$ cat config.mk
export PLATFORM = sky130hd
export DESIGN_NAME = ssd_scan_driver
export DESIGN_NICKNAME = d
export VERILOG_FILES = /design/src/rtl/ssd_pkg.sv /design/src/rtl/bin2bcd_seq.sv /design/src/rtl/ssd_scan_driver.sv
export SDC_FILE = /design/constraint.sdc
export NUM_CORES = 1
export LEC_CHECK = 0
export ABC_AREA = 1
export BUFFER_PORTS_ARGS = -buffer_cell sky130_fd_sc_hd__buf_2
export CAP_MARGIN = 10
export CORE_AREA = 10 10 123 125
export CTS_CLUSTER_DIAMETER = 80
export DETAILED_ROUTE_END_ITERATION = 16
export DIE_AREA = 0 0 133 135
export MAX_ROUTING_LAYER = met4
export PLACE_DENSITY = 0.87
export SYNTH_ARGS = -nofsm -noshare
export SYNTH_HDL_FRONTEND = slang
export SYNTH_SLANG_ARGS = --single-unit
$ cat constraint.sdc
create_clock -name ClkPort -period 2.3 [get_ports ClkPort]
set_input_delay 0.23 -clock ClkPort [delete_from_list [all_inputs] [get_ports ClkPort]]
set_output_delay 0.23 -clock ClkPort [all_outputs]
set_load 0.03 [all_outputs]
$ cat src/rtl/ssd_pkg.sv
// Shared segment encodings and sizing helpers for the seven-segment scan driver.
package ssd_pkg;

    // abcdefg, active-low
    localparam logic [6:0] SEG_HEX [0:15] = '{
        7'b0000001, 7'b1001111, 7'b0010010, 7'b0000110,
        7'b1001100, 7'b0100100, 7'b0100000, 7'b0001111,
        7'b0000000, 7'b0000100, 7'b0001000, 7'b1100000,
        7'b0110001, 7'b1000010, 7'b0110000, 7'b0111000
    };
    localparam logic [6:0] SEG_DASH = 7'b1111110;
    localparam logic [7:0] SEG_OFF  = 8'hFF;

    function automatic logic [6:0] seg_of(input logic [3:0] nibble);
        return SEG_HEX[nibble];
    endfunction

    // Internal BCD digits: enough for the whole binary range, and at least one past the display.
    function automatic int bcd_digits(input int bin_w, input int num_digits);
        int need;
        need = (bin_w + 2) / 3;
        return (need > num_digits + 1) ? need : num_digits + 1;
    endfunction

endpackage

$ cat src/rtl/bin2bcd_seq.sv
// Sequential double-dabble converter: one shift-add-3 step per clock, BIN_WIDTH clocks per result.
module bin2bcd_seq
    import ssd_pkg::*;
#(
    parameter int NUM_DIGITS = 8,
    parameter int BIN_WIDTH  = 16
) (
    input  logic                    ClkPort,
    input  logic                    Reset,
    input  logic                    start,
    input  logic [BIN_WIDTH-1:0]    bin,
    output logic                    busy,
    output logic                    done,
    output logic [4*NUM_DIGITS+3:0] bcd
);

    localparam int ND_INT = bcd_digits(BIN_WIDTH, NUM_DIGITS);
    localparam int BCD_W  = 4 * ND_INT;
    localparam int CNT_W  = (BIN_WIDTH > 1) ? $clog2(BIN_WIDTH) : 1;

    logic                 busy_q, busy_d;
    logic [CNT_W-1:0]     cnt_q, cnt_d;
    logic [BIN_WIDTH-1:0] bin_q, bin_d;
    logic [BCD_W-1:0]     bcd_q, bcd_d;
    logic [BCD_W-1:0]     adj, bcd_step;
    logic                 last;

    always_comb begin
        adj = bcd_q;
        for (int k = 0; k < ND_INT; k++) begin
            if (adj[4*k +: 4] >= 4'd5) begin
                adj[4*k +: 4] = adj[4*k +: 4] + 4'd3;
            end
        end
        bcd_step = (adj << 1) | BCD_W'(bin_q[BIN_WIDTH-1]);
    end

    assign last = busy_q && (cnt_q == CNT_W'(BIN_WIDTH - 1));

    always_comb begin
        busy_d = busy_q;
        cnt_d  = cnt_q;
        bin_d  = bin_q;
        bcd_d  = bcd_q;
        if (busy_q) begin
            bin_d = bin_q << 1;
            bcd_d = bcd_step;
            cnt_d = cnt_q + 1'b1;
            if (last) begin
                busy_d = 1'b0;
            end
        end else if (start) begin
            busy_d = 1'b1;
            cnt_d  = '0;
            bin_d  = bin;
            bcd_d  = '0;
        end
    end

    always_ff @(posedge ClkPort) begin
        if (Reset) begin
            busy_q <= 1'b0;
            cnt_q  <= '0;
        end else begin
            busy_q <= busy_d;
            cnt_q  <= cnt_d;
        end
    end

    always_ff @(posedge ClkPort) begin
        bin_q <= bin_d;
        bcd_q <= bcd_d;
    end

    assign busy = busy_q;
    assign done = last;
    // The final step's result is presented combinationally so the display can latch it on the edge busy falls.
    // Guard nibble flags any nonzero digit beyond the display width.
    assign bcd  = {3'b000, |bcd_step[BCD_W-1:4*NUM_DIGITS], bcd_step[4*NUM_DIGITS-1:0]};

endmodule

$ cat src/rtl/ssd_scan_driver.sv
// Multiplexed seven-segment driver: hex or decimal display with blanking, per-digit enables and overflow dash.
module ssd_scan_driver
    import ssd_pkg::*;
#(
    parameter int NUM_DIGITS   = 8,
    parameter int BIN_WIDTH    = 16,
    parameter int DWELL_CYCLES = 262144
) (
    input  logic                  ClkPort,
    input  logic                  Reset,
    input  logic [BIN_WIDTH-1:0]  value_in,
    input  logic                  load,
    input  logic                  mode_dec,
    input  logic                  blank_lz,
    input  logic [NUM_DIGITS-1:0] dp_mask,
    input  logic [NUM_DIGITS-1:0] digit_en,
    output logic                  busy,
    output logic [NUM_DIGITS-1:0] an,
    output logic [7:0]            cathodes
);

    localparam int IDX_W  = (NUM_DIGITS > 1) ? $clog2(NUM_DIGITS) : 1;
    localparam int CNT_W  = (DWELL_CYCLES > 1) ? $clog2(DWELL_CYCLES) : 1;
    localparam int DISP_W = 4 * NUM_DIGITS;

    logic [CNT_W-1:0]      dwell_q, dwell_d;
    logic [IDX_W-1:0]      idx_q, idx_d;
    logic [DISP_W-1:0]     disp_q, disp_d;
    logic                  ovf_q, ovf_d;
    logic                  dec_q, dec_d;
    logic                  blz_q, blz_d;
    logic [NUM_DIGITS-1:0] an_q, an_d;
    logic [7:0]            cath_q, cath_d;

    logic                  accept, conv_busy, conv_done;
    logic [DISP_W+3:0]     conv_bcd;
    logic [NUM_DIGITS-1:0] upper_zero;
    logic [3:0]            nib;
    logic                  blanked, dark;

    // A load arriving while a conversion is running, including its last cycle, is dropped.
    assign accept = load && !conv_busy;

    bin2bcd_seq #(
        .NUM_DIGITS (NUM_DIGITS),
        .BIN_WIDTH  (BIN_WIDTH)
    ) u_bin2bcd (
        .ClkPort (ClkPort),
        .Reset   (Reset),
        .start   (accept && mode_dec),
        .bin     (value_in),
        .busy    (conv_busy),
        .done    (conv_done),
        .bcd     (conv_bcd)
    );

    always_comb begin
        dwell_d = dwell_q + 1'b1;
        idx_d   = idx_q;
        if (dwell_q == CNT_W'(DWELL_CYCLES - 1)) begin
            dwell_d = '0;
            idx_d   = (idx_q == IDX_W'(NUM_DIGITS - 1)) ? '0 : idx_q + 1'b1;
        end
    end

    always_comb begin
        disp_d = disp_q;
        ovf_d  = ovf_q;
        dec_d  = dec_q;
        blz_d  = blz_q;
        if (accept) begin
            dec_d = mode_dec;
            blz_d = blank_lz;
            if (!mode_dec) begin
                disp_d = DISP_W'(value_in);
                ovf_d  = 1'b0;
            end
        end
        if (conv_done && dec_q) begin
            disp_d = conv_bcd[DISP_W-1:0];
            ovf_d  = |conv_bcd[DISP_W+3:DISP_W];
        end
    end

    // upper_zero[i]: digits i..NUM_DIGITS-1 are all zero.
    always_comb begin
        upper_zero = '0;
        upper_zero[NUM_DIGITS-1] = (disp_q[DISP_W-1 -: 4] == 4'h0);
        for (int i = NUM_DIGITS - 2; i >= 0; i--) begin
            upper_zero[i] = upper_zero[i+1] && (disp_q[4*i +: 4] == 4'h0);
        end
    end

    always_comb begin
        nib     = disp_q[4*idx_q +: 4];
        blanked = blz_q && (idx_q != '0) && upper_zero[idx_q];
        dark    = !digit_en[idx_q] || (blanked && !ovf_q);
        an_d    = dark ? '1 : ~(NUM_DIGITS'(1) << idx_q);
        cath_d  = dark ? SEG_OFF : {(ovf_q ? SEG_DASH : seg_of(nib)), ~dp_mask[idx_q]};
    end

    always_ff @(posedge ClkPort) begin
        if (Reset) begin
            dwell_q <= '0;
            idx_q   <= '0;
            disp_q  <= '0;
            ovf_q   <= 1'b0;
            dec_q   <= 1'b0;
            blz_q   <= 1'b0;
            an_q    <= '1;
            cath_q  <= SEG_OFF;
        end else begin
            dwell_q <= dwell_d;
            idx_q   <= idx_d;
            disp_q  <= disp_d;
            ovf_q   <= ovf_d;
            dec_q   <= dec_d;
            blz_q   <= blz_d;
            an_q    <= an_d;
            cath_q  <= cath_d;
        end
    end

    assign busy     = conv_busy;
    assign an       = an_q;
    assign cathodes = cath_q;

endmodule

==> out/results.txt, run 1 <==
Max Cap Viol: 0
Layout net count: 1022
Critical path peak fanout: 34
Hold Path End: u_bin2bcd.bin_q[0]
P_leak: 3.46 nW
Slew margin rel.: 49.2%
Synth async-reset ratio: 0%
Global routing usage on met1: 22.2%
Final worst path period share: 89.4%
Via count: 5959
Commonest non-fill, non-tap cell in the layout: nand2_1
Post-synth EDFFs: 51
Crit. End Element: register
Total power: 6.01 mW
Worst r2r src: idx_q[0]
CTS buffer count: 17
Filler cells: 1022
Total Routing Usage GR: 18.3%
Register area share after synthesis: 44.9%
Dpl hpwl: 10900 µm
Ys flop type: dfxtp_1
Final hold violation count: 0
Clk Latency, worst-skew pair: 420 ps
Drt pass-1 iters: 7
Worst Path Required: 2660 ps
Total core area: 0.0126 mm²
GRT met2 Usage: 29.4%
Initial antenna violation count: 0
Shortest period the worst path allows: 2060 ps
Die area: 0.0180 mm²
Fin util: 63.0%
Final setup viols: 0
Die H: 135 µm
First-pass GRT wire length: 26600 µm
Critical path's largest stage delay: 360 ps
Mapped Area: 0.00689 mm²
Final worst clock skew: 10.0 ps
CTS tree: built
Hold depth: 3
R2R setup slack: 240 ps
Post-CTS sizing: 0
FMAX: 0.486 GHz
# clock sinks: 129
PortBufs: 53
GR peak layer: met2
Most frequent cells in the layout: nand2_1 (218), inv_1 (129), nor2_1 (94)
CP cell instances: buf_4 > nand2_1 > nand2_1 > nand2_1 > nand2_1 > nand2_1 > nand2_1 > inv_1 > ha_1 > nand3b_1 > nand3_1 > nand2_1 > nand2_1
Worst-path clk slew: 60 ps
Gate count of the mapped netlist: 896
Syn Nets: 965
Worst VDD drop: 0.000712 V
Arrival @ worst endpoint: 2420 ps
Warnings, synthesis: 0
# rows: 41
Unrepaired setup endpoints after global routing: false
Outcome: finished clean
Hold_sp: value_in[0]
Area delta synth->final: 15.0%
Clock tree buffer depth: 2
Final setup TNS: 0 ps
Most used cell, CP: nand2_1
Pwr per Cell Area: 758 mW/mm²
Pin count of the biggest net entering global routing: 49
Worst r2r dst: cathodes[4]
Initial Util: 54.8%
Slew Limit Fails: 0
Cells on worst reg2reg path: 13
Critical path class: register to register
Die width: 133 µm
Avg Cell Area, Syn: 7.69 µm²
CP startpoint kind: register
Number of synthesized register bits: 129
Buffer count from post-CTS setup fixing: 0
Ports: 54
Worst setup path startpoint: idx_q[0]
Final ANT Viol Nets: 0
Drt via density: 5.24
Grt ovf: 0
Slowest CP cell: dfxtp_1
Final hold slack: 38.7 ps
CTS Root Cell: clkbuf_16
CTS H-Tree Depth: 4
Hold Buf Count CTS: 0
Distinct cells, synth: 40
Worst slew pin tran: 761 ps
DRC: 0
DR WL/cell: 13.8 µm
GP Congestion: 0.868
Post-Route WL: 15700 µm
GR Util met3: 4.19%
Min-Delay Path Class: primary input to register
Initial DRC Count: 402
Layout cell share with drive strength beyond 1: 12.0%
Vias in the first global route: 5648
ANT cells: 0
[state kept, by name (all words and copies together), names as in the netlist]
register / flops
dwell_q: 18
blz_q: 1
ovf_q: 1
idx_q: 3
u_bin2bcd.bcd_q: 36
disp_q: 32
an: 8
dec_q: 1
u_bin2bcd.bin_q: 16
cathodes: 8
u_bin2bcd.busy: 1
u_bin2bcd.cnt_q: 4
[synthesized netlist by cell type, drive strengths merged, types with 2 or more instances]
cell type	number	area, µm²
nand2	223	855
inv	135	507
nor2	99	404
dfxtp	78	1560
o21ai	63	315
nand3	59	323
edfxtp	51	1530
a21oi	46	230
ha	32	400
buf	20	133
xor2	19	166
nand4	10	62.6
a22o	9	78.8
clkbuf	9	33.8
nor3	8	40.0
o22ai	7	43.8
o21a	6	45.0
a31oi	4	25.0
nand3b	4	30.0
or2	4	25.0
xnor2	3	26.3
o31ai	2	15.0
[power breakdown]
| group | leakage (nW) | total, mW | internal (mW) | switching, mW |
|---|---|---|---|---|
| combinational | 2.03 | 0.661 | 0.219 | 0.442 |
| sequential | 1.14 | 2.59 | 2.52 | 0.0704 |
| clock | 0.299 | 2.75 | 1.81 | 0.942 |
[area by class of cell]
type                    count  area, µm²  share of cell area, %
repair buffers             67        370                   4.67
clock inverters             4       70.1                  0.884
flip-flops and latches    129       3090                   39.1
clock buffers              28        539                   6.81
well taps                 172        215                   2.72
multi-input cells         603       3120                   39.4
inverters                 135        510                   6.44
[kinds of logic (layout without fill, tap and decap cells)]
group	count (synthesis)	after routing	share of synthesized area [%]
AND/OR/NAND/NOR	408	408	25.3
buffers and inverters	164	234	9.77
flip-flops	129	129	44.9
adder cells (fa/ha/maj)	32	32	5.81
AO/OA/AOI/OAI	141	141	11.4
XOR/XNOR	22	22	2.80
[worst max-delay path by stage]
stage                          to  slack (ps)  depth (start not counted)
2_1_floorplan  u_bin2bcd.bcd_q[0]         100                          5
3_3_place_gp          cathodes[4]         360                         13
3_5_place_dp          cathodes[4]         290                         13
4_1_cts               cathodes[4]         260                         13
5_1_grt               cathodes[4]          90                         13
6_report              cathodes[4]         240                         13
[worst max-delay path: cells and delay by family, from the launching register on]
family	cells	cell delay, ps
flip-flops	1	360
AND/OR/NAND/NOR	10	820
adder cells (fa/ha/maj)	1	330
buffers and inverters	2	460
[through the flow]
stage / setup WS (ps) / cells / instance area [µm²]
2_1_floorplan: 100 / 896 / 6890
6_report: 244 / 1138 / 7920
5_1_grt: 93.1 / 1138 / 7920
3_5_place_dp: 291 / 1106 / 7310
3_3_place_gp: 361 / 1106 / 7310
4_1_cts: 259 / 1138 / 7920
[layer usage]
metal	vias to the layer above	wire, µm
met3	23	906
met4	0	179
met1	2752	6870
li1	2991	-
met2	193	7740
met5	-	0
(Power assumes the default switching activity.)
==> run 2: changes to the inputs <==
--- a/config.mk
+++ b/config.mk
@@ -14,6 +14,8 @@
 export DIE_AREA = 0 0 133 135
 export MAX_ROUTING_LAYER = met4
 export PLACE_DENSITY = 0.87
+export RECOVER_POWER = 25
+export SKIP_CTS_REPAIR_TIMING = 1
 export SYNTH_ARGS = -nofsm -noshare
 export SYNTH_HDL_FRONTEND = slang
 export SYNTH_SLANG_ARGS = --single-unit
==> run 2 against run 1 <==
Worst setup slack got worse by 3.0 ps; clock power barely moved; via count rose by 0.20%; count of clock-buffer cells in the layout did not move; sequential power barely moved; critical endpoint unchanged.
==> out/results.txt, run 2 (synthesized netlist as in run 1, its figures left out) <==
Clock tree buffer depth: 2 (unchanged)
CP startpoint kind: register
Worst VDD drop: 0.000699 V (-1.7%)
Clk network pwr share: 45.8% (about the same)
Critical path class: register to register
DRC: 0 (unchanged)
GR peak layer: met2
Most frequent cells in the layout: nand2_1 (219), inv_1 (130), nor2_1 (94)
Ports: 54 (unchanged)
Grt ovf: 0 (unchanged)
CTS buffer count: 17 (unchanged)
Area delta synth->final: 14.6%
Layout net count: 1022 (unchanged)
Largest Register: u_bin2bcd.bcd_q
Shortest period the worst path allows: 2060 ps (+3.00 ps)
P_sw: 1.45 mW (-0.24%)
Clk Latency, worst-skew pair: 420 ps (about the same)
Final setup viols: 0 (unchanged)
Biggest regs: u_bin2bcd.bcd_q x36, disp_q x32, dwell_q x18
Initial DRC Count: 467 (+16%)
Pwr per Cell Area: 760 mW/mm² (+0.21%)
Final setup TNS: 0 ps (unchanged)
Worst-path clk slew: 60 ps (about the same)
Unrepaired setup endpoints after global routing: false
Final worst path period share: 89.5% (+0.13 points)
Seq pwr share: 43.2% (about the same)
Dpl hpwl: 10900 µm (unchanged)
Via count: 5971 (+0.20%)
Max reg flops: 36 (unchanged)
Total core area: 0.0126 mm² (unchanged)
Initial Util: 54.8% (unchanged)
Final hold violation count: 0 (unchanged)
CTS H-Tree Depth: 4 (unchanged)
Final worst clock skew: 10.3 ps (+0.295 ps)
Portion of total power attributed to combinational logic: 10.9% (about the same)
Initial antenna violation count: 0 (unchanged)
Post-Route WL: 15700 µm (-0.17%)
CTS tree: built
DR WL/cell: 13.8 µm (-0.17%)
Die H: 135 µm (unchanged)
CTS Root Cell: clkbuf_16
Slew Limit Fails: 0 (unchanged)
Net switching fraction of the power: 24.2% (about the same)
ANT cells: 0 (unchanged)
P_leak: 3.44 nW (-0.80%)
First-pass GRT wire length: 26600 µm (unchanged)
Final ANT Viol Nets: 0 (unchanged)
PortBufs: 53 (unchanged)
Drt via density: 5.25 (+0.20%)
Max Cap Viol: 0 (unchanged)
Min-Delay Path Class: primary input to register
Vias in the first global route: 5648 (unchanged)
Commonest non-fill, non-tap cell in the layout: nand2_1
GP Congestion: 0.868 (unchanged)
Critical path peak fanout: 34 (unchanged)
Die width: 133 µm (unchanged)
FMAX: 0.486 GHz (-0.15%)
# clock sinks: 129 (unchanged)
Global routing usage on met1: 22.2% (unchanged)
Layout cell share with drive strength beyond 1: 9.94% (-2.1 points)
Worst slew pin tran: 766 ps (+4.94 ps)
Arrival @ worst endpoint: 2420 ps (about the same)
Crit. End Element: register
Pint: 4.55 mW (-0.11%)
Fin util: 62.8% (-0.22 points)
Pin count of the biggest net entering global routing: 49 (unchanged)
Outcome: finished clean
GR Util met3: 4.19% (unchanged)
GRT met2 Usage: 29.4% (unchanged)
Total Routing Usage GR: 18.3% (unchanged)
Drt pass-1 iters: 7 (unchanged)
# rows: 41 (unchanged)
Die area: 0.0180 mm² (unchanged)
Worst Path Required: 2660 ps (about the same)
Slew margin rel.: 48.9% (-0.33 points)
## run 2: path summary, 6_finish.rpt
| check | from | end | slack (ps) | depth (start not counted) |
|---|---|---|---|---|
| worst max-delay path | idx_q[0] | cathodes[4] | 240 | 13 |
| worst max register to register | idx_q[0] | cathodes[4] | 240 | 13 |
| worst min-delay path | value_in[0] | u_bin2bcd.bin_q[0] | 40 | 3 |
| worst min register to register | disp_q[23] | disp_q[23] | 470 | 2 |
## run 2: metal layers
layer / wire length [µm] / part of all wire (%)
met3: 950 / 6.1
met4: 189 / 1.2
met1: 6810 / 43
met2: 7730 / 49
met5: 0 / 0
## run 2: per-stage QoR
step / cell area [µm²] / worst slack, ps / cells / power (mW) / hold slack (ps)
3_3_place_gp: 7310 / 361 / 1106 / 3.26 / 451
5_1_grt: 7900 / 93.1 / 1138 / 6.23 / 60.6
6_report: 7900 / 241 / 1138 / 6.00 / 36.8
3_5_place_dp: 7310 / 291 / 1106 / 3.29 / 459
4_1_cts: 7920 / 259 / 1138 / 6.02 / 23.9
2_1_floorplan: 6890 / 100 / 896 / 3.10 / 343
## run 2: critical path, cell delays in order, from the launching register on
cell and delay, ps:
dfxtp_1 360, buf_4 340, nand2_1 90, nand2_1 70, nand2_1 40, nand2_1 60, nand2_1 50, nand2_1 160
inv_1 130, ha_1 330, nand3b_1 170, nand3_1 90, nand2_1 50, nand2_1 50
## run 2: power groups by stage
stage                     logic, mW  clock network, mW  registers (mW)
final                         0.655               2.75            2.59
after global routing          0.757               2.87            2.61
after CTS                     0.661               2.76            2.59
after detailed placement      0.648                  0            2.64
after global placement        0.628                  0            2.63
after floorplan               0.458                  0            2.64
## run 2: cell type report
cell class                      count  area [µm²]
Fill cell                        1030        4670
Sequential cell                   129        3090
Clock inverter                      4        70.1
Inverter                          135         510
Timing Repair Buffer               67         347
Tap cell                          172         215
Multi-Input combinational cell    603        3120
Clock buffer                       28         539
==> run 3: changes to the inputs <==
--- a/config.mk
+++ b/config.mk
@@ -8,10 +8,10 @@
 export ABC_AREA = 1
 export BUFFER_PORTS_ARGS = -buffer_cell sky130_fd_sc_hd__buf_2
 export CAP_MARGIN = 10
-export CORE_AREA = 10 10 123 125
+export CORE_AREA = 10 10 106 146
 export CTS_CLUSTER_DIAMETER = 80
 export DETAILED_ROUTE_END_ITERATION = 16
-export DIE_AREA = 0 0 133 135
+export DIE_AREA = 0 0 116 156
 export MAX_ROUTING_LAYER = met4
 export PLACE_DENSITY = 0.87
 export RECOVER_POWER = 25
@@ -19,3 +19,4 @@
 export SYNTH_ARGS = -nofsm -noshare
 export SYNTH_HDL_FRONTEND = slang
 export SYNTH_SLANG_ARGS = --single-unit
+export TNS_END_PERCENT = 1
==> run 3 against run 2 <==
Final cell count shrank 1.7%; critical endpoint unchanged; fmax grew 0.95%; clock skew shrank 4.3 ps; critical path type unchanged; sequential share of layout area grew 0.33 points; non-clock buffer count is the same; largest cell class unchanged; global-route usage grew 0.59 points.
==> out/results.txt, run 3 (synthesized netlist as in run 1, its figures left out) <==
Max Cap Viol: 0 (unchanged)
Final worst path period share: 88.7% (-0.84 points)
ANT cells: 0 (unchanged)
Initial DRC Count: 485 (+3.9%)
Fin cells: 1119 (-1.7%)
Post-Route WL: 16100 µm (+2.6%)
First-pass GRT wire length: 26900 µm (+0.96%)
Pin count of the biggest net entering global routing: 54 (+10%)
Arrival @ worst endpoint: 2400 ps (-20 ps)
Fin util: 61.4% (-1.4 points)
Clock tree buffer depth: 2 (unchanged)
Most frequent cells in the layout: nand2_1 (219), inv_1 (129), nor2_1 (94)
Pwr per Cell Area: 747 mW/mm² (-1.6%)
Shortest period the worst path allows: 2040 ps (-19.4 ps)
Worst Path Required: 2660 ps (about the same)
Worst-path clk slew: 60 ps (about the same)
# rows: 49 (+20%)
# clock sinks: 129 (unchanged)
CP startpoint kind: register
GP Congestion: 0.953 (+9.8%)
Slew Limit Fails: 0 (unchanged)
Die width: 116 µm (-13%)
CTS H-Tree Depth: 4 (unchanged)
Grt ovf: 0 (unchanged)
Layout cell share with drive strength beyond 1: 10.1% (+0.21 points)
Worst slew pin tran: 700 ps (-66.6 ps)
Final ANT Viol Nets: 0 (unchanged)
Via count: 5997 (+0.44%)
Filler cells: 1063 (+3.2%)
Area delta synth->final: 13.7%
Vias in the first global route: 5950 (+5.3%)
P_leak: 3.39 nW (-1.3%)
Drt via density: 5.36 (+2.1%)
Slew margin rel.: 53.3% (+4.4 points)
Commonest non-fill, non-tap cell in the layout: nand2_1
Worst VDD drop: 0.000526 V (-25%)
Biggest regs: u_bin2bcd.bcd_q x36, disp_q x32, dwell_q x18
Max reg flops: 36 (unchanged)
Dpl cells: 1087 (-1.7%)
Final hold slack: 49.1 ps (+12.4 ps)
Final worst clock skew: 6.02 ps (-4.30 ps)
Initial Util: 54.0% (-0.79 points)
Outcome: finished clean
Crit. End Element: register
PortBufs: 53 (unchanged)
Critical path peak fanout: 10 (-71%)
Total power: 5.85 mW (-2.4%)
Final hold violation count: 0 (unchanged)
CTS Root Cell: clkbuf_16
Initial antenna violation count: 0 (unchanged)
Total core area: 0.0128 mm² (+1.5%)
Area of the multi-input gates: 0.00312 mm² (unchanged)
Ports: 54 (unchanged)
FMAX: 0.490 GHz (+0.95%)
Final setup TNS: 0 ps (unchanged)
Total Routing Usage GR: 18.9% (+0.59 points)
DR WL/cell: 14.4 µm (+4.4%)
Layout net count: 1022 (unchanged)
Clk Latency, worst-skew pair: 420 ps (about the same)
Die H: 156 µm (+16%)
Critical path class: register to register
DRC: 0 (unchanged)
Largest Register: u_bin2bcd.bcd_q
Seq. cell area: 0.00309 mm² (unchanged)
Min-Delay Path Class: primary input to register
Dpl hpwl: 11600 µm (+5.9%)
Final setup viols: 0 (unchanged)
CTS tree: built
Die area: 0.0181 mm² (+0.79%)
Unrepaired setup endpoints after global routing: false
CTS buffer count: 17 (unchanged)
Drt pass-1 iters: 5 (-2)
==> run 3: cell types whose count changed in the layout (fill, tap and decap cells not counted) <==
| cell | previous run | this run |
|---|---|---|
| clkinvlp_4 | 1 | 7 |
| clkbuf_1 | 23 | 18 |
| clkinv_1 | 0 | 4 |
| clkbuf_8 | 3 | 0 |
| clkbuf_16 | 19 | 17 |
| buf_2 | 37 | 36 |
| clkinv_4 | 0 | 1 |
| inv_1 | 130 | 129 |
| inv_6 | 0 | 1 |
==> run 3: path summary, 6_finish.rpt <==
| kind | from | end | slack (ps) | depth (start not counted) |
|---|---|---|---|---|
| min reg2reg | disp_q[19] | disp_q[19] | 460 | 2 |
| max reg2reg | idx_q[1] | cathodes[4] | 260 | 11 |
| min | value_in[0] | u_bin2bcd.bin_q[0] | 50 | 3 |
| max | idx_q[1] | cathodes[4] | 260 | 11 |
==> run 3: per-stage QoR <==
| step | setup WS [ps] | area, µm² |
|---|---|---|
| after detailed placement | 314 | 7290 |
| after CTS | 282 | 7860 |
| after global routing | 74.8 | 7830 |
| after floorplan | 100 | 6890 |
| after global placement | 438 | 7290 |
| final | 260 | 7830 |
==> run 3: critical path: stages (launching register included) <==
cell	delay [ps]
dfxtp_1	520
buf_4	230
nand3_1	80
nand2_1	70
nand2_1	50
nand2_1	150
inv_1	130
ha_1	330
nand3b_1	180
nand3_1	110
nand2_1	50
nand2_1	70
==> run 3: final cells by class <==
| cell class | count | area share (%) |
|---|---|---|
| inverters | 135 | 6.52 |
| multi-input cells | 603 | 39.9 |
| well taps | 153 | 2.44 |
| clock buffers | 17 | 5.43 |
| repair buffers | 67 | 4.41 |
| clock inverters | 15 | 1.84 |
| flip-flops and latches | 129 | 39.5 |
==> run 3: per-layer routing <==
metal / wire [µm] / global-route usage (%) / part of all wire, % / vias to the layer above
met1: 6280 / 19.5 / 39 / 2745
met5: 0 / - / 0 / -
met4: 613 / 10.7 / 3.8 / 0
met2: 8470 / 32.5 / 53 / 196
met3: 726 / 3.85 / 4.5 / 53
li1: - / - / - / 3003
==> run 3: where the power goes <==
group	internal, mW	switching [mW]	total, mW
logic	0.215	0.442	0.657
registers	2.52	0.0700	2.59
clock network	1.58	1.02	2.60
